File: src/rtl/axi_amo_arb_pkg.sv
// Shared types for the two-master AXI4+ATOP arbiter in front of the atomics adapter.
// Master index, W route FIFO pointer/count types and the master count live here.
package axi_amo_arb_pkg;

  localparam int NUM_MST      = 2;
  localparam int W_FIFO_DEPTH = 4;

  typedef logic mst_idx_t;
  typedef logic [$clog2(W_FIFO_DEPTH)-1:0] w_ptr_t;
  typedef logic [$clog2(W_FIFO_DEPTH):0]   w_cnt_t;

  // Wrap at the configured depth so depths below the storage size still work.
  function automatic w_ptr_t w_ptr_inc(input w_ptr_t p, input int depth);
    return (int'(p) == depth - 1) ? '0 : p + 1'b1;
  endfunction

endpackage

File: src/rtl/axi_amo_arb_rr.sv
// Two-way round-robin arbiter with grant lock: once a grant is presented it is held
// until advance_i (the downstream handshake); prio_i requesters beat the others.
module axi_amo_arb_rr
  import axi_amo_arb_pkg::*;
(
  input  logic               clk_i,
  input  logic               rst_i,
  input  logic [NUM_MST-1:0] req_i,
  input  logic [NUM_MST-1:0] prio_i,
  input  logic               advance_i,
  output mst_idx_t           gnt_o,
  output logic               gnt_valid_o
);

  mst_idx_t           ptr_q;
  mst_idx_t           lock_idx_q;
  logic               locked_q;
  logic [NUM_MST-1:0] cand;

  always_comb begin
    cand        = req_i;
    gnt_o       = ptr_q;
    gnt_valid_o = 1'b0;
    if ((req_i & prio_i) != '0) cand = req_i & prio_i;
    if (locked_q) begin
      gnt_o       = lock_idx_q;
      gnt_valid_o = req_i[lock_idx_q];
    end else if (cand == 2'b11) begin
      gnt_o       = ptr_q;
      gnt_valid_o = 1'b1;
    end else if (cand != '0) begin
      gnt_o       = cand[1];
      gnt_valid_o = 1'b1;
    end
  end

  // Pointer always moves past the winner, so a lone requester never starves the other.
  always_ff @(posedge clk_i or posedge rst_i) begin
    if (rst_i) begin
      ptr_q      <= 1'b0;
      lock_idx_q <= 1'b0;
      locked_q   <= 1'b0;
    end else if (advance_i) begin
      locked_q <= 1'b0;
      ptr_q    <= ~gnt_o;
    end else if (gnt_valid_o) begin
      locked_q   <= 1'b1;
      lock_idx_q <= gnt_o;
    end
  end

endmodule

File: src/rtl/axi_amo_arb.sv
// Two-master AXI4+ATOP arbiter feeding one axi_riscv_atomics slave port; ID widened by the
// master index. Optional macro AXI_AMO_ARB_ATOP_PRIO_EN lets atomic AWs beat plain AWs.
module axi_amo_arb
  import axi_amo_arb_pkg::*;
#(
  parameter int AXI_ADDR_WIDTH = 64,
  parameter int AXI_DATA_WIDTH = 64,
  parameter int AXI_ID_WIDTH   = 10,
  parameter int AXI_USER_WIDTH = 1,
  parameter int MAX_W_TXNS     = W_FIFO_DEPTH
) (
  input  logic                        clk_i,
  input  logic                        rst_i,
  // master 0
  input  logic [AXI_ADDR_WIDTH-1:0]   s0_aw_addr_i,
  input  logic [2:0]                  s0_aw_prot_i,
  input  logic [3:0]                  s0_aw_region_i,
  input  logic [5:0]                  s0_aw_atop_i,
  input  logic [7:0]                  s0_aw_len_i,
  input  logic [2:0]                  s0_aw_size_i,
  input  logic [1:0]                  s0_aw_burst_i,
  input  logic                        s0_aw_lock_i,
  input  logic [3:0]                  s0_aw_cache_i,
  input  logic [3:0]                  s0_aw_qos_i,
  input  logic [AXI_ID_WIDTH-1:0]     s0_aw_id_i,
  input  logic [AXI_USER_WIDTH-1:0]   s0_aw_user_i,
  input  logic                        s0_aw_valid_i,
  output logic                        s0_aw_ready_o,
  input  logic [AXI_ADDR_WIDTH-1:0]   s0_ar_addr_i,
  input  logic [2:0]                  s0_ar_prot_i,
  input  logic [3:0]                  s0_ar_region_i,
  input  logic [7:0]                  s0_ar_len_i,
  input  logic [2:0]                  s0_ar_size_i,
  input  logic [1:0]                  s0_ar_burst_i,
  input  logic                        s0_ar_lock_i,
  input  logic [3:0]                  s0_ar_cache_i,
  input  logic [3:0]                  s0_ar_qos_i,
  input  logic [AXI_ID_WIDTH-1:0]     s0_ar_id_i,
  input  logic [AXI_USER_WIDTH-1:0]   s0_ar_user_i,
  input  logic                        s0_ar_valid_i,
  output logic                        s0_ar_ready_o,
  input  logic [AXI_DATA_WIDTH-1:0]   s0_w_data_i,
  input  logic [AXI_DATA_WIDTH/8-1:0] s0_w_strb_i,
  input  logic [AXI_USER_WIDTH-1:0]   s0_w_user_i,
  input  logic                        s0_w_last_i,
  input  logic                        s0_w_valid_i,
  output logic                        s0_w_ready_o,
  output logic [AXI_DATA_WIDTH-1:0]   s0_r_data_o,
  output logic [1:0]                  s0_r_resp_o,
  output logic                        s0_r_last_o,
  output logic [AXI_ID_WIDTH-1:0]     s0_r_id_o,
  output logic [AXI_USER_WIDTH-1:0]   s0_r_user_o,
  output logic                        s0_r_valid_o,
  input  logic                        s0_r_ready_i,
  output logic [1:0]                  s0_b_resp_o,
  output logic [AXI_ID_WIDTH-1:0]     s0_b_id_o,
  output logic [AXI_USER_WIDTH-1:0]   s0_b_user_o,
  output logic                        s0_b_valid_o,
  input  logic                        s0_b_ready_i,
  // master 1
  input  logic [AXI_ADDR_WIDTH-1:0]   s1_aw_addr_i,
  input  logic [2:0]                  s1_aw_prot_i,
  input  logic [3:0]                  s1_aw_region_i,
  input  logic [5:0]                  s1_aw_atop_i,
  input  logic [7:0]                  s1_aw_len_i,
  input  logic [2:0]                  s1_aw_size_i,
  input  logic [1:0]                  s1_aw_burst_i,
  input  logic                        s1_aw_lock_i,
  input  logic [3:0]                  s1_aw_cache_i,
  input  logic [3:0]                  s1_aw_qos_i,
  input  logic [AXI_ID_WIDTH-1:0]     s1_aw_id_i,
  input  logic [AXI_USER_WIDTH-1:0]   s1_aw_user_i,
  input  logic                        s1_aw_valid_i,
  output logic                        s1_aw_ready_o,
  input  logic [AXI_ADDR_WIDTH-1:0]   s1_ar_addr_i,
  input  logic [2:0]                  s1_ar_prot_i,
  input  logic [3:0]                  s1_ar_region_i,
  input  logic [7:0]                  s1_ar_len_i,
  input  logic [2:0]                  s1_ar_size_i,
  input  logic [1:0]                  s1_ar_burst_i,
  input  logic                        s1_ar_lock_i,
  input  logic [3:0]                  s1_ar_cache_i,
  input  logic [3:0]                  s1_ar_qos_i,
  input  logic [AXI_ID_WIDTH-1:0]     s1_ar_id_i,
  input  logic [AXI_USER_WIDTH-1:0]   s1_ar_user_i,
  input  logic                        s1_ar_valid_i,
  output logic                        s1_ar_ready_o,
  input  logic [AXI_DATA_WIDTH-1:0]   s1_w_data_i,
  input  logic [AXI_DATA_WIDTH/8-1:0] s1_w_strb_i,
  input  logic [AXI_USER_WIDTH-1:0]   s1_w_user_i,
  input  logic                        s1_w_last_i,
  input  logic                        s1_w_valid_i,
  output logic                        s1_w_ready_o,
  output logic [AXI_DATA_WIDTH-1:0]   s1_r_data_o,
  output logic [1:0]                  s1_r_resp_o,
  output logic                        s1_r_last_o,
  output logic [AXI_ID_WIDTH-1:0]     s1_r_id_o,
  output logic [AXI_USER_WIDTH-1:0]   s1_r_user_o,
  output logic                        s1_r_valid_o,
  input  logic                        s1_r_ready_i,
  output logic [1:0]                  s1_b_resp_o,
  output logic [AXI_ID_WIDTH-1:0]     s1_b_id_o,
  output logic [AXI_USER_WIDTH-1:0]   s1_b_user_o,
  output logic                        s1_b_valid_o,
  input  logic                        s1_b_ready_i,
  // downstream (atomics adapter slave port)
  output logic [AXI_ADDR_WIDTH-1:0]   m_aw_addr_o,
  output logic [2:0]                  m_aw_prot_o,
  output logic [3:0]                  m_aw_region_o,
  output logic [5:0]                  m_aw_atop_o,
  output logic [7:0]                  m_aw_len_o,
  output logic [2:0]                  m_aw_size_o,
  output logic [1:0]                  m_aw_burst_o,
  output logic                        m_aw_lock_o,
  output logic [3:0]                  m_aw_cache_o,
  output logic [3:0]                  m_aw_qos_o,
  output logic [AXI_ID_WIDTH:0]       m_aw_id_o,
  output logic [AXI_USER_WIDTH-1:0]   m_aw_user_o,
  output logic                        m_aw_valid_o,
  input  logic                        m_aw_ready_i,
  output logic [AXI_ADDR_WIDTH-1:0]   m_ar_addr_o,
  output logic [2:0]                  m_ar_prot_o,
  output logic [3:0]                  m_ar_region_o,
  output logic [7:0]                  m_ar_len_o,
  output logic [2:0]                  m_ar_size_o,
  output logic [1:0]                  m_ar_burst_o,
  output logic                        m_ar_lock_o,
  output logic [3:0]                  m_ar_cache_o,
  output logic [3:0]                  m_ar_qos_o,
  output logic [AXI_ID_WIDTH:0]       m_ar_id_o,
  output logic [AXI_USER_WIDTH-1:0]   m_ar_user_o,
  output logic                        m_ar_valid_o,
  input  logic                        m_ar_ready_i,
  output logic [AXI_DATA_WIDTH-1:0]   m_w_data_o,
  output logic [AXI_DATA_WIDTH/8-1:0] m_w_strb_o,
  output logic [AXI_USER_WIDTH-1:0]   m_w_user_o,
  output logic                        m_w_last_o,
  output logic                        m_w_valid_o,
  input  logic                        m_w_ready_i,
  input  logic [AXI_DATA_WIDTH-1:0]   m_r_data_i,
  input  logic [1:0]                  m_r_resp_i,
  input  logic                        m_r_last_i,
  input  logic [AXI_ID_WIDTH:0]       m_r_id_i,
  input  logic [AXI_USER_WIDTH-1:0]   m_r_user_i,
  input  logic                        m_r_valid_i,
  output logic                        m_r_ready_o,
  input  logic [1:0]                  m_b_resp_i,
  input  logic [AXI_ID_WIDTH:0]       m_b_id_i,
  input  logic [AXI_USER_WIDTH-1:0]   m_b_user_i,
  input  logic                        m_b_valid_i,
  output logic                        m_b_ready_o
);

  mst_idx_t           aw_gnt, ar_gnt, w_head;
  logic               aw_gnt_valid, ar_gnt_valid, aw_hs, ar_hs;
  logic [NUM_MST-1:0] aw_req, aw_prio, ar_req;
  logic               w_full, w_empty, w_push, w_pop;
  w_ptr_t             w_wr_q, w_rd_q;
  w_cnt_t             w_cnt_q;
  mst_idx_t           w_fifo_q [MAX_W_TXNS];

  // ---------------- AW: round-robin, blocked while the W route FIFO is full
  assign w_full = (w_cnt_q == w_cnt_t'(MAX_W_TXNS));
  assign aw_req = {s1_aw_valid_i, s0_aw_valid_i} & {NUM_MST{~w_full}};
`ifdef AXI_AMO_ARB_ATOP_PRIO_EN
  assign aw_prio = {(s1_aw_atop_i != 6'd0), (s0_aw_atop_i != 6'd0)};
`else
  assign aw_prio = '0;
`endif

  axi_amo_arb_rr u_aw_rr (
    .clk_i       (clk_i),
    .rst_i       (rst_i),
    .req_i       (aw_req),
    .prio_i      (aw_prio),
    .advance_i   (aw_hs),
    .gnt_o       (aw_gnt),
    .gnt_valid_o (aw_gnt_valid)
  );

  assign m_aw_valid_o  = aw_gnt_valid;
  assign aw_hs         = aw_gnt_valid & m_aw_ready_i;
  assign s0_aw_ready_o = aw_hs & ~aw_gnt;
  assign s1_aw_ready_o = aw_hs & aw_gnt;

  assign m_aw_addr_o   = aw_gnt ? s1_aw_addr_i   : s0_aw_addr_i;
  assign m_aw_prot_o   = aw_gnt ? s1_aw_prot_i   : s0_aw_prot_i;
  assign m_aw_region_o = aw_gnt ? s1_aw_region_i : s0_aw_region_i;
  assign m_aw_atop_o   = aw_gnt ? s1_aw_atop_i   : s0_aw_atop_i;
  assign m_aw_len_o    = aw_gnt ? s1_aw_len_i    : s0_aw_len_i;
  assign m_aw_size_o   = aw_gnt ? s1_aw_size_i   : s0_aw_size_i;
  assign m_aw_burst_o  = aw_gnt ? s1_aw_burst_i  : s0_aw_burst_i;
  assign m_aw_lock_o   = aw_gnt ? s1_aw_lock_i   : s0_aw_lock_i;
  assign m_aw_cache_o  = aw_gnt ? s1_aw_cache_i  : s0_aw_cache_i;
  assign m_aw_qos_o    = aw_gnt ? s1_aw_qos_i    : s0_aw_qos_i;
  assign m_aw_user_o   = aw_gnt ? s1_aw_user_i   : s0_aw_user_i;
  assign m_aw_id_o     = {aw_gnt, (aw_gnt ? s1_aw_id_i : s0_aw_id_i)};

  // ---------------- AR: same arbitration, no ordering state needed
  assign ar_req = {s1_ar_valid_i, s0_ar_valid_i};

  axi_amo_arb_rr u_ar_rr (
    .clk_i       (clk_i),
    .rst_i       (rst_i),
    .req_i       (ar_req),
    .prio_i      ('0),
    .advance_i   (ar_hs),
    .gnt_o       (ar_gnt),
    .gnt_valid_o (ar_gnt_valid)
  );

  assign m_ar_valid_o  = ar_gnt_valid;
  assign ar_hs         = ar_gnt_valid & m_ar_ready_i;
  assign s0_ar_ready_o = ar_hs & ~ar_gnt;
  assign s1_ar_ready_o = ar_hs & ar_gnt;

  assign m_ar_addr_o   = ar_gnt ? s1_ar_addr_i   : s0_ar_addr_i;
  assign m_ar_prot_o   = ar_gnt ? s1_ar_prot_i   : s0_ar_prot_i;
  assign m_ar_region_o = ar_gnt ? s1_ar_region_i : s0_ar_region_i;
  assign m_ar_len_o    = ar_gnt ? s1_ar_len_i    : s0_ar_len_i;
  assign m_ar_size_o   = ar_gnt ? s1_ar_size_i   : s0_ar_size_i;
  assign m_ar_burst_o  = ar_gnt ? s1_ar_burst_i  : s0_ar_burst_i;
  assign m_ar_lock_o   = ar_gnt ? s1_ar_lock_i   : s0_ar_lock_i;
  assign m_ar_cache_o  = ar_gnt ? s1_ar_cache_i  : s0_ar_cache_i;
  assign m_ar_qos_o    = ar_gnt ? s1_ar_qos_i    : s0_ar_qos_i;
  assign m_ar_user_o   = ar_gnt ? s1_ar_user_i   : s0_ar_user_i;
  assign m_ar_id_o     = {ar_gnt, (ar_gnt ? s1_ar_id_i : s0_ar_id_i)};

  // ---------------- W route FIFO: one entry per accepted AW, popped on the last beat.
  // Emptiness is registered, so a W beat never overtakes its own AW in the same cycle.
  assign w_push  = aw_hs;
  assign w_empty = (w_cnt_q == '0);
  assign w_head  = w_fifo_q[w_rd_q];
  assign w_pop   = m_w_valid_o & m_w_ready_i & m_w_last_o;

  always_ff @(posedge clk_i) begin
    if (w_push) w_fifo_q[w_wr_q] <= aw_gnt;
  end

  always_ff @(posedge clk_i or posedge rst_i) begin
    if (rst_i) begin
      w_wr_q  <= '0;
      w_rd_q  <= '0;
      w_cnt_q <= '0;
    end else begin
      if (w_push) w_wr_q <= w_ptr_inc(w_wr_q, MAX_W_TXNS);
      if (w_pop)  w_rd_q <= w_ptr_inc(w_rd_q, MAX_W_TXNS);
      case ({w_push, w_pop})
        2'b10:   w_cnt_q <= w_cnt_q + 1'b1;
        2'b01:   w_cnt_q <= w_cnt_q - 1'b1;
        default: w_cnt_q <= w_cnt_q;
      endcase
    end
  end

  assign m_w_valid_o  = ~w_empty & (w_head ? s1_w_valid_i : s0_w_valid_i);
  assign m_w_data_o   = w_head ? s1_w_data_i : s0_w_data_i;
  assign m_w_strb_o   = w_head ? s1_w_strb_i : s0_w_strb_i;
  assign m_w_user_o   = w_head ? s1_w_user_i : s0_w_user_i;
  assign m_w_last_o   = w_head ? s1_w_last_i : s0_w_last_i;
  assign s0_w_ready_o = ~w_empty & ~w_head & m_w_ready_i;
  assign s1_w_ready_o = ~w_empty & w_head & m_w_ready_i;

  // ---------------- R/B: route on the ID MSB, strip it on the way back
  assign s0_r_valid_o = m_r_valid_i & ~m_r_id_i[AXI_ID_WIDTH];
  assign s1_r_valid_o = m_r_valid_i & m_r_id_i[AXI_ID_WIDTH];
  assign m_r_ready_o  = m_r_id_i[AXI_ID_WIDTH] ? s1_r_ready_i : s0_r_ready_i;
  assign s0_r_data_o  = m_r_data_i;
  assign s1_r_data_o  = m_r_data_i;
  assign s0_r_resp_o  = m_r_resp_i;
  assign s1_r_resp_o  = m_r_resp_i;
  assign s0_r_last_o  = m_r_last_i;
  assign s1_r_last_o  = m_r_last_i;
  assign s0_r_id_o    = m_r_id_i[AXI_ID_WIDTH-1:0];
  assign s1_r_id_o    = m_r_id_i[AXI_ID_WIDTH-1:0];
  assign s0_r_user_o  = m_r_user_i;
  assign s1_r_user_o  = m_r_user_i;

  assign s0_b_valid_o = m_b_valid_i & ~m_b_id_i[AXI_ID_WIDTH];
  assign s1_b_valid_o = m_b_valid_i & m_b_id_i[AXI_ID_WIDTH];
  assign m_b_ready_o  = m_b_id_i[AXI_ID_WIDTH] ? s1_b_ready_i : s0_b_ready_i;
  assign s0_b_resp_o  = m_b_resp_i;
  assign s1_b_resp_o  = m_b_resp_i;
  assign s0_b_id_o    = m_b_id_i[AXI_ID_WIDTH-1:0];
  assign s1_b_id_o    = m_b_id_i[AXI_ID_WIDTH-1:0];
  assign s0_b_user_o  = m_b_user_i;
  assign s1_b_user_o  = m_b_user_i;

endmodule

File: config.mk
export PLATFORM = sky130hd
export DESIGN_NAME = axi_amo_arb
export DESIGN_NICKNAME = d
export VERILOG_FILES = /design/src/rtl/axi_amo_arb_pkg.sv /design/src/rtl/axi_amo_arb_rr.sv /design/src/rtl/axi_amo_arb.sv
export SDC_FILE = /design/constraint.sdc
export NUM_CORES = 1
export LEC_CHECK = 0
export CORE_AREA = 2 2 458 460
export CTS_BUF_LIST = sky130_fd_sc_hd__clkbuf_16
export DETAILED_ROUTE_END_ITERATION = 10
export DIE_AREA = 0 0 460 462
export GPL_ROUTABILITY_DRIVEN = 0
export PLACE_DENSITY = 0.3
export SLEW_MARGIN = 25
export SYNTH_ARGS = -nofsm -noshare
export SYNTH_HDL_FRONTEND = slang
export SYNTH_SLANG_ARGS = --single-unit
File: constraint.sdc
create_clock -name clk_i -period 4.37 [get_ports clk_i]
set_clock_uncertainty 0.15 [all_clocks]
set_input_delay 1.311 -clock clk_i [delete_from_list [all_inputs] [get_ports clk_i]]
set_output_delay 1.311 -clock clk_i [all_outputs]
set_load 0.02 [all_outputs]
## Yosys cells after proc, flatten, opt, wreduce, memory -nomap -nowiden

Memories as Yosys holds them, arrays and structs flattened.
Index checks and enable logic that the tools add are counted.

- Bits in writable memories: 4
- Memories kept: 1
- Register bits: 13

Memory list:

| name | words | width | read ports | clocked after Yosys merged registers in | wr ports | RTL line | RTL |
|---|---|---|---|---|---|---|---|
| w_fifo_q | 4 | 1 | 1 | 0 | 1 | axi_amo_arb.sv:160 | `mst_idx_t w_fifo_q [MAX_W_TXNS];` |

- Reduce and logical (&&, ||, !) cells: 8
- $lt $le $gt $ge: 2
- Add/subtract/negate cells: 4
- Equal/unequal tests: 7
- Bitwise gates (word level): 27
- Muxes and demuxes: 55

Operators with widths:

| kind | number |
|---|---|
| $mux 64 | 3 |
| $mux 1 | 31 |
| $mux 4 | 6 |
| $mux 8 | 3 |
| $mux 10 | 2 |
| $and 1x1->1 | 17 |
| $mux 3 | 4 |
| $reduce_bool 2->1 | 5 |
| $not 1->1 | 9 |
| $mux 2 | 4 |
| $eq 2x1->1 const B | 3 |
| $eq 2x2->1 const B | 3 |
| $mux 6 | 1 |
| $pmux 3 s2 | 1 |
| $add 2x1->2 const B | 2 |
| $lt 1x2->1 const B | 2 |
| $reduce_and 2->1 | 2 |
| $add 3x1->3 const B | 1 |
| $eq 3x3->1 const B | 1 |
| $logic_not 3->1 | 1 |
| $sub 3x1->3 const B | 1 |
| $and 2x2->2 | 1 |

## Depth between registers and ports, before layout

Gate-level depths: netlist of the first run.

- Depth in word-level cells: 10
- Gate-level depth with buffers: 11
- Mapped depth without buffers: 10

## Modules after synthesis

From an unflattened synthesis of the first run, not the netlist that was laid out.

- Cell total of the unflattened synthesis: 614
- Area total of the unflattened synthesis: 5,965.7 µm²

Modules (own cells, without submodules):

| module | cells an instance | seq. area each (µm²) | area each (µm²) | instances |
|---|---|---|---|---|
| axi_amo_arb | 574 | 295.3 | 5,615.4 | 1 |
| axi_amo_arb_rr | 20 | 75.1 | 175.2 | 2 |

## Worst setup path after synthesis of the first run

Ideal clock, no wire load.

- Path kind: input to output
- From: input s1_ar_valid_i
- To: output m_ar_addr_o[45]
- Cell stages on the path: 6
- Buffers on the path: 2
- Path slack: 263 ps
- Data arrival time: 2,646 ps
- Path through: maj3_1 > mux2i_1 > inv_2 > buf_4 > buf_6 > mux2_2

- Word-level cells in the longest chain between the ends: 5

Ends and longest elaborated chain:

| element | RTL line | RTL |
|---|---|---|
| from (decl) | axi_amo_arb.sv:86 | `input logic s1_ar_valid_i,` |
| $reduce_bool 2->1 | axi_amo_arb_rr.sv:31 | `end else if (cand != '0) begin` |
| $mux 1 | axi_amo_arb_rr.sv:31 |  |
| $mux 1 (*) | axi_amo_arb_rr.sv:28 | `end else if (cand == 2'b11) begin` |
| $mux 1 (*) | axi_amo_arb_rr.sv:25 | `if (locked_q) begin` |
| $mux 64 (*) | axi_amo_arb.sv:217 | `assign m_ar_addr_o = ar_gnt ? s1_ar_addr_i : s0_ar_addr_i;` |
| to (decl) | axi_amo_arb.sv:121 | `output logic [AXI_ADDR_WIDTH-1:0] m_ar_addr_o,` |

Every way passes the cells marked *; elsewhere a longest branch is shown, timed or not.

## Worst setup path after layout of the first run

- From: input s0_aw_valid_i
- To: output m_aw_cache_o[0]

- Word-level cells in the longest chain between the ends: 6

Ends and longest elaborated chain:

| element | RTL line | RTL |
|---|---|---|
| from (decl) | axi_amo_arb.sv:27 | `input logic s0_aw_valid_i,` |
| $and 2x2->2 (*) | axi_amo_arb.sv:164 | `assign aw_req = {s1_aw_valid_i, s0_aw_valid_i} & {NUM_MST{~w_full}};` |
| $reduce_bool 2->1 | axi_amo_arb_rr.sv:31 |  |
| $mux 1 | axi_amo_arb_rr.sv:31 |  |
| $mux 1 (*) | axi_amo_arb_rr.sv:28 |  |
| $mux 1 (*) | axi_amo_arb_rr.sv:25 |  |
| $mux 4 (*) | axi_amo_arb.sv:194 | `assign m_aw_cache_o = aw_gnt ? s1_aw_cache_i : s0_aw_cache_i;` |
| to (decl) | axi_amo_arb.sv:115 | `output logic [3:0] m_aw_cache_o,` |

Marks and branches as above.

==> results.md, run 1 <==
- Synth Warn #: 0
- Final Hold Slack: 0.364 ns
- Share of cells above drive strength 1: 48.7%
- RSZ-0062 raised after global routing: true
- DR WL/cell: 36.8 um
- Vias in the first global route: 8838
- Worst slew margin: 50.0%
- Crit share post-route: 103%
- Max Transition Viols Final: 0
- Register bit total from synthesis: 17
- Syn_area_per_cell: 9.75 sq um
- 1st-iter DRT viols: 314
- Syn Inst Count: 603
- Post-route minimum period: 4.50 ns
- CP arrival: 3.04 ns
- Layout Cells excl Fill: 4154
- First-pass GRT wire length: 170000 um
- Hold Vio Cnt, Final: 0
- Hold Crit Class: reg -> reg
- DRC: 0
- Area growth, synth to finish: 247%
- Nets: 2080
- Startpoint Class: input port
- CP endpoint kind: output port
- Crit-path max FO: 5
- Initial core utilization: 2.83%
- Crit-path max cell delay: 0.37 ns
- Switching share of power: 49.2%
- CTS Root Cell: clkbuf_16
- Power per cell area: 649 nW/um^2
- GRT overflow: 0
- Sequential Power Share: 2.3%
- Total Routing Usage GR: 13.7%
- HPWL Detailed: 141000 um
- Sequential Area: 445 sq um
- Synth cell types: 36
- Row cnt: 168
- CP max-delay cell: mux2_4
- Clk slew on worst S/H paths: 0.07 ns
- Comb power frac: 96.1%
- Final setup viols: 133
- Worst IR Drop VDD: 0.199 mV
- Largest net degree at the start of global routing: 34
- Net Count, Synth: 1296
- CTS Hold Bufs: 0
- Critical Path RT: 2.91 ns
- Worst-Skew Late Latency: 0.27 ns
- Fmax: 222 MHz
- Worst setup margin: -0.134 ns
- CTS tree: done
- Outcome: finished, violations left
- Via Count: 8784
- DRT Wirelength: 153000 um
- Max-cap viol count: 0
- Die area: 213000 sq um
- Violated checks: negative setup slack
- Multi-input combinational cell area: 4290 sq um
- WS Path Type: in -> out
- Pre-Repair DR Iteration Count: 4
- TritonCTS Buffers: 3
- Crit path cell chain: buf_6 > nor2b_4 > a221oi_4 > buf_12 > buf_12 > buf_16 > buf_8 > buf_8 > mux2_4 > buf_6
- Internal power: 6.73 mW
- Initial antenna violation count: 155
- Depth of the CTS H-tree: 1
- Remaining antenna violation count: 0
- Die Wd: 460 um
- Tightest Pin Transition: 0.749 ns
- CTS Sinks: 17
- NetSw: 6.51 mW
- Synth Cell Area: 5880 sq um
- Via density: 2.11
- Clock buffer depth: 2
- Number of buffers added on ports: 899
- Io pins: 1173
- Placed Instances: 4047
- Vert. Die Dim: 462 um
- Seq/Total Area, Yosys: 7.57%
- Core region area: 208000 sq um
- Leak pwr: 7.50 nW
- Clock power share: 1.6%
- Fillers: 24.1k
[flip-flops by register name (all words and copies together), names as in the netlist]
name,count
w_cnt_q,3
u_aw_rr.lock_idx_q,1
u_ar_rr.ptr_q,1
w_fifo_q,4
w_rd_q,2
u_aw_rr.ptr_q,1
u_ar_rr.lock_idx_q,1
u_ar_rr.locked_q,1
w_wr_q,2
u_aw_rr.locked_q,1
[critical path, delay by kind of cell]
kind,cells,cell delay (ns)
buffers and inverters,7,0.92
and+or+nand+nor,1,0.12
muxes,1,0.37
AOI/OAI and AO/OA,1,0.29
[metrics by stage]
step                      worst slack [ns]  setup TNS, ns  power [mW]  area, sq um  utilization (%)
after floorplan                      0.263              0        4.25         5880                -
final                               -0.134          -8.40        13.2        20400             9.80
after detailed placement            -0.865        -130.84        11.0        18400             8.84
after CTS                           -0.165         -11.77        13.6        20000             9.59
after global placement              -0.886        -129.34        11.0        18400             8.84
after global routing                -0.173         -15.50        13.8        20300             9.75
[cell usage after synthesis (all sizes together)]
cell,instances,area share (%)
mux2i,6,1.0
a31o,1,0.15
and3,4,0.43
buf,205,26
inv,12,0.77
o21a,2,0.26
edfxtp,4,2.0
fa,1,0.34
a211oi,2,0.26
nor3,2,0.17
ha,6,1.3
mux2,294,56
mux4,1,0.38
dfrtp,13,5.5
a31oi,1,0.11
nand2,4,0.26
nor2,10,0.64
a221oi,1,0.26
a21o,1,0.13
a21oi,3,0.26
o21ai,2,0.17
maj3,1,0.17
xor2,2,0.30
clkbuf,12,0.77
xnor2,1,0.15
a2111o,1,0.19
nor3b,1,0.21
or3b,1,0.15
and2,2,0.21
nand2b,2,0.21
nor2b,5,0.53
[area by class of cell]
cell class	instances	area share, %
tap	2720	16.7
inverter	12	0.350
multi-input combinational	357	21.0
clock inverter	1	0.0245
clock buffer	3	0.368
timing repair inverter	3	0.276
sequential	17	2.18
antenna	48	0.589
timing repair buffer	993	58.5
[power groups by stage]
stage	combinational, mW	clock (mW)	sequential, mW
2_1_floorplan	3.97	0	0.288
3_3_place_gp	10.7	0	0.307
3_5_place_dp	10.7	0	0.305
4_1_cts	13.1	0.220	0.308
5_1_grt	13.3	0.228	0.321
6_report	12.7	0.207	0.311
[final timing paths]
path / slack [ns] / to / start / depth (start not counted)
setup / recovery: -0.13 / m_aw_cache_o[0] / s0_aw_valid_i / 10
hold / removal: 0.36 / u_ar_rr.ptr_q$_DFFE_PP0P_ / u_ar_rr.ptr_q$_DFFE_PP0P_ / 1
setup reg to reg: 1.31 / w_cnt_q[2]$_DFFE_PP0P_ / w_rd_q[0]$_DFFE_PP0P_ / 11
hold reg to reg: 0.36 / u_ar_rr.ptr_q$_DFFE_PP0P_ / u_ar_rr.ptr_q$_DFFE_PP0P_ / 1
max in group asynchronous: 2.25 / u_aw_rr.locked_q$_DFFE_PP0P_ / rst_i / 2
min in group asynchronous: 1.33 / u_ar_rr.lock_idx_q$_DFFE_PP0P_ / rst_i / 2
[routing by layer]
layer	vias to the layer above	wire [um]	global-route usage (%)
met1	3838	48900	12.9
li1	3583	-	-
met5	-	726	0
met4	96	3360	1.87
met2	936	74200	24.4
met3	331	25800	10.2
[repair_timing]
action	in CTS	in global routing
endpoints found under the setup margin	220	193
gates resized for setup	443	125
gates cloned	22	0
hold endpoints to repair	0	0
pin swaps	3	1
buffers inserted	35	5
[cells in the final DEF, fill, tap and decap left out, types with 3 or more instances in the layout]
| cell type | instances |
|---|---|
| mux2_1 | 9 |
| buf_12 | 172 |
| mux2_2 | 168 |
| buf_16 | 20 |
| mux2i_1 | 6 |
| ha_1 | 6 |
| clkdlybuf4s50_1 | 616 |
| dfrtp_1 | 13 |
| inv_1 | 10 |
| buf_6 | 79 |
| nand2_1 | 4 |
| buf_2 | 25 |
| nor2_1 | 9 |
| mux2_4 | 117 |
| buf_8 | 18 |
| and3_1 | 4 |
| buf_4 | 57 |
| nor2b_1 | 4 |
| diode_2 | 48 |
| dlygate4sd2_1 | 6 |
| clkbuf_16 | 3 |
| a21oi_1 | 3 |
| edfxtp_1 | 4 |
[kinds of logic (layout without fill, tap and decap cells)]
| group | Yosys count | in the layout | share of synthesized area [%] |
|---|---|---|---|
| other cells | 0 | 48 | 0 |
| fa+ha+maj | 8 | 8 | 1.79 |
| mux | 301 | 301 | 57.7 |
| compound gates | 14 | 14 | 1.77 |
| buf+inv | 229 | 1012 | 27.9 |
| flops | 17 | 17 | 7.57 |
| simple gates | 31 | 31 | 2.81 |
| xor+xnor | 3 | 3 | 0.447 |
No activity file was read; power rests on OpenSTA's default activity.
==> run 2, diff against run 1 <==
--- a/config.mk
+++ b/config.mk
@@ -5,10 +5,11 @@
 export SDC_FILE = /design/constraint.sdc
 export NUM_CORES = 1
 export LEC_CHECK = 0
-export CORE_AREA = 2 2 458 460
+export CORE_AREA = 5 5 449 451
 export CTS_BUF_LIST = sky130_fd_sc_hd__clkbuf_16
 export DETAILED_ROUTE_END_ITERATION = 10
-export DIE_AREA = 0 0 460 462
+export DIE_AREA = 0 0 454 456
+export DONT_BUFFER_PORTS = 1
 export GPL_ROUTABILITY_DRIVEN = 0
 export PLACE_DENSITY = 0.3
 export SLEW_MARGIN = 25
==> results.md, run 2 (synthesized netlist as in run 1, its figures left out) <==
- CTS Root Cell: clkbuf_16
- Via Count: 5968
- DP Worst Slack: -0.104 ns
- First-pass GRT wire length: 148000 um
- Max-cap viol count: 0
- Share of cells above drive strength 1: 73.6%
- Worst setup margin: 0.00221 ns
- Nets: 1186
- CTS Sinks: 17
- Die Wd: 454 um
- Hold Crit Depth: 1
- Max Transition Viols Final: 0
- Crit path cell chain: inv_1 > maj3_1 > mux2i_1 > buf_4 > inv_8 > buf_12 > mux2_2
- Clk slew on worst S/H paths: 0.06 ns
- Initial antenna violation count: 277
- Critical Path RT: 2.91 ns
- Pre-Repair DR Iteration Count: 4
- Initial core utilization: 2.99%
- Hold Path End: w_cnt_q[2]$_DFFE_PP0P_
- Worst path top cell family by delay: multiplexers
- Total Routing Usage GR: 12.6%
- Vias in the first global route: 5186
- Worst reg2reg startpoint: w_rd_q[0]$_DFFE_PP0P_
- WS Path Type: in -> out
- Final setup viols: 0
- CP max-delay cell: mux2_2
- Largest net degree at the start of global routing: 47
- Remaining antenna violation count: 0
- Clock buffer depth: 2
- Commonest cells after routing, fill and taps aside: mux2_2 (236), buf_12 (59), mux2_1 (44), buf_4 (39), mux2_4 (14)
- RSZ-0062 raised after global routing: true
- Hold Crit Class: reg -> reg
- Worst slew margin: 42.1%
- Top reg by flops: w_fifo_q
- CTS tree: done
- Fillers: 23.2k
- Internal reg-to-reg setup slack: 1.33 ns
- Outcome: completed
- Io pins: 1173
- DRC: 0
- Power per cell area: 817 nW/um^2
- Overall power: 7.75 mW
- Number of buffers added on ports: 0
- Final core utilization: 4.82%
- CTS Hold Bufs: 0
- Startpoint Class: input port
- Buf/Inv on CP: 4
- Hold_sp: w_cnt_q[2]$_DFFE_PP0P_
- Commonest non-fill, non-tap cell in the layout: mux2_2
- 1st-iter DRT viols: 469
- TritonCTS Buffers: 3
- Leak pwr: 2.53 nW
- Crit-path max cell delay: 0.48 ns
- Fmax: 229 MHz
- CP arrival: 2.91 ns
- Die area: 207000 sq um
- Worst-Skew Late Latency: 0.30 ns
- DR WL/cell: 43.0 um
- Crit share post-route: 99.9%
- Crit-path max FO: 46
- Post-route minimum period: 4.37 ns
- Register-to-Register Path Depth: 10
- Core region area: 197000 sq um
- CP endpoint kind: output port
- Row cnt: 163
- HPWL Detailed: 132000 um
- Tightest Pin Transition: 0.868 ns
- Worst IR Drop VDD: 0.232 mV
- Max FFs per register: 4
- GRT overflow: 0
- R2R Path End: w_cnt_q[2]$_DFFE_PP0P_
- Hold Vio Cnt, Final: 0
- DRT Wirelength: 138000 um
- Depth of the CTS H-tree: 1
- Final Hold Slack: 0.353 ns
- Vert. Die Dim: 456 um
- Top flop regs: w_fifo_q: 4 flops, w_cnt_q: 3 flops
- Via density: 1.86
- Area growth, synth to finish: 61.5%
[run 2: area by class of cell]
type / instances / area [sq um] / area share (%)
clock buffer: 3 / 75.1 / 0.791
timing repair buffer: 102 / 1570 / 16.5
antenna: 73 / 183 / 1.92
tap: 2640 / 3300 / 34.8
multi-input combinational: 357 / 3860 / 40.7
inverter: 12 / 52.6 / 0.553
clock inverter: 1 / 5.00 / 0.0527
sequential: 17 / 445 / 4.69
[run 2: repair_timing]
action                     CTS  global route
setup endpoints to repair   11            23
gates cloned                 0             2
setup buffers                0             9
gates resized for setup      3            16
pin swaps                    0             1
[run 2: power by group]
| part | internal (mW) | switching, mW | total (mW) |
|---|---|---|---|
| Sequential | 0.237 | 0.0678 | 0.304 |
| Clock | 0.125 | 0.114 | 0.238 |
| Combinational | 2.50 | 4.71 | 7.21 |
[run 2: stage by stage]
stage	cells	instance area, sq um	TNS (ns)
floorplan	603	5880	0
global placement	3117	9060	-2.20
detailed placement	3117	9060	-0.862
CTS	3121	9150	-0.656
global route	3178	9430	-0.0381
finish	3205	9500	0
[run 2: per-layer routing]
layer,vias to the layer above,share of wire (%),global-route usage [%]
met4,162,2.2,1.04
met3,480,17,10.2
met2,997,49,22.3
met1,2542,31,11.4
li1,1787,-,-
met5,-,0.96,1.12
[run 2: how the worst max path moves through the flow]
stage | startpoint | endpoint | slack, ns | cells after the start
final | s0_ar_valid_i | m_ar_addr_o[25] | 0.002 | 7
after global routing | s0_aw_valid_i | m_aw_addr_o[6] | -0.01 | 5
after CTS | s0_aw_valid_i | m_aw_addr_o[5] | -0.09 | 5
after detailed placement | s0_aw_valid_i | m_aw_addr_o[18] | -0.10 | 5
after global placement | s0_aw_valid_i | m_aw_addr_o[18] | -0.14 | 5
after floorplan | s1_ar_valid_i | m_ar_addr_o[45] | 0.26 | 6
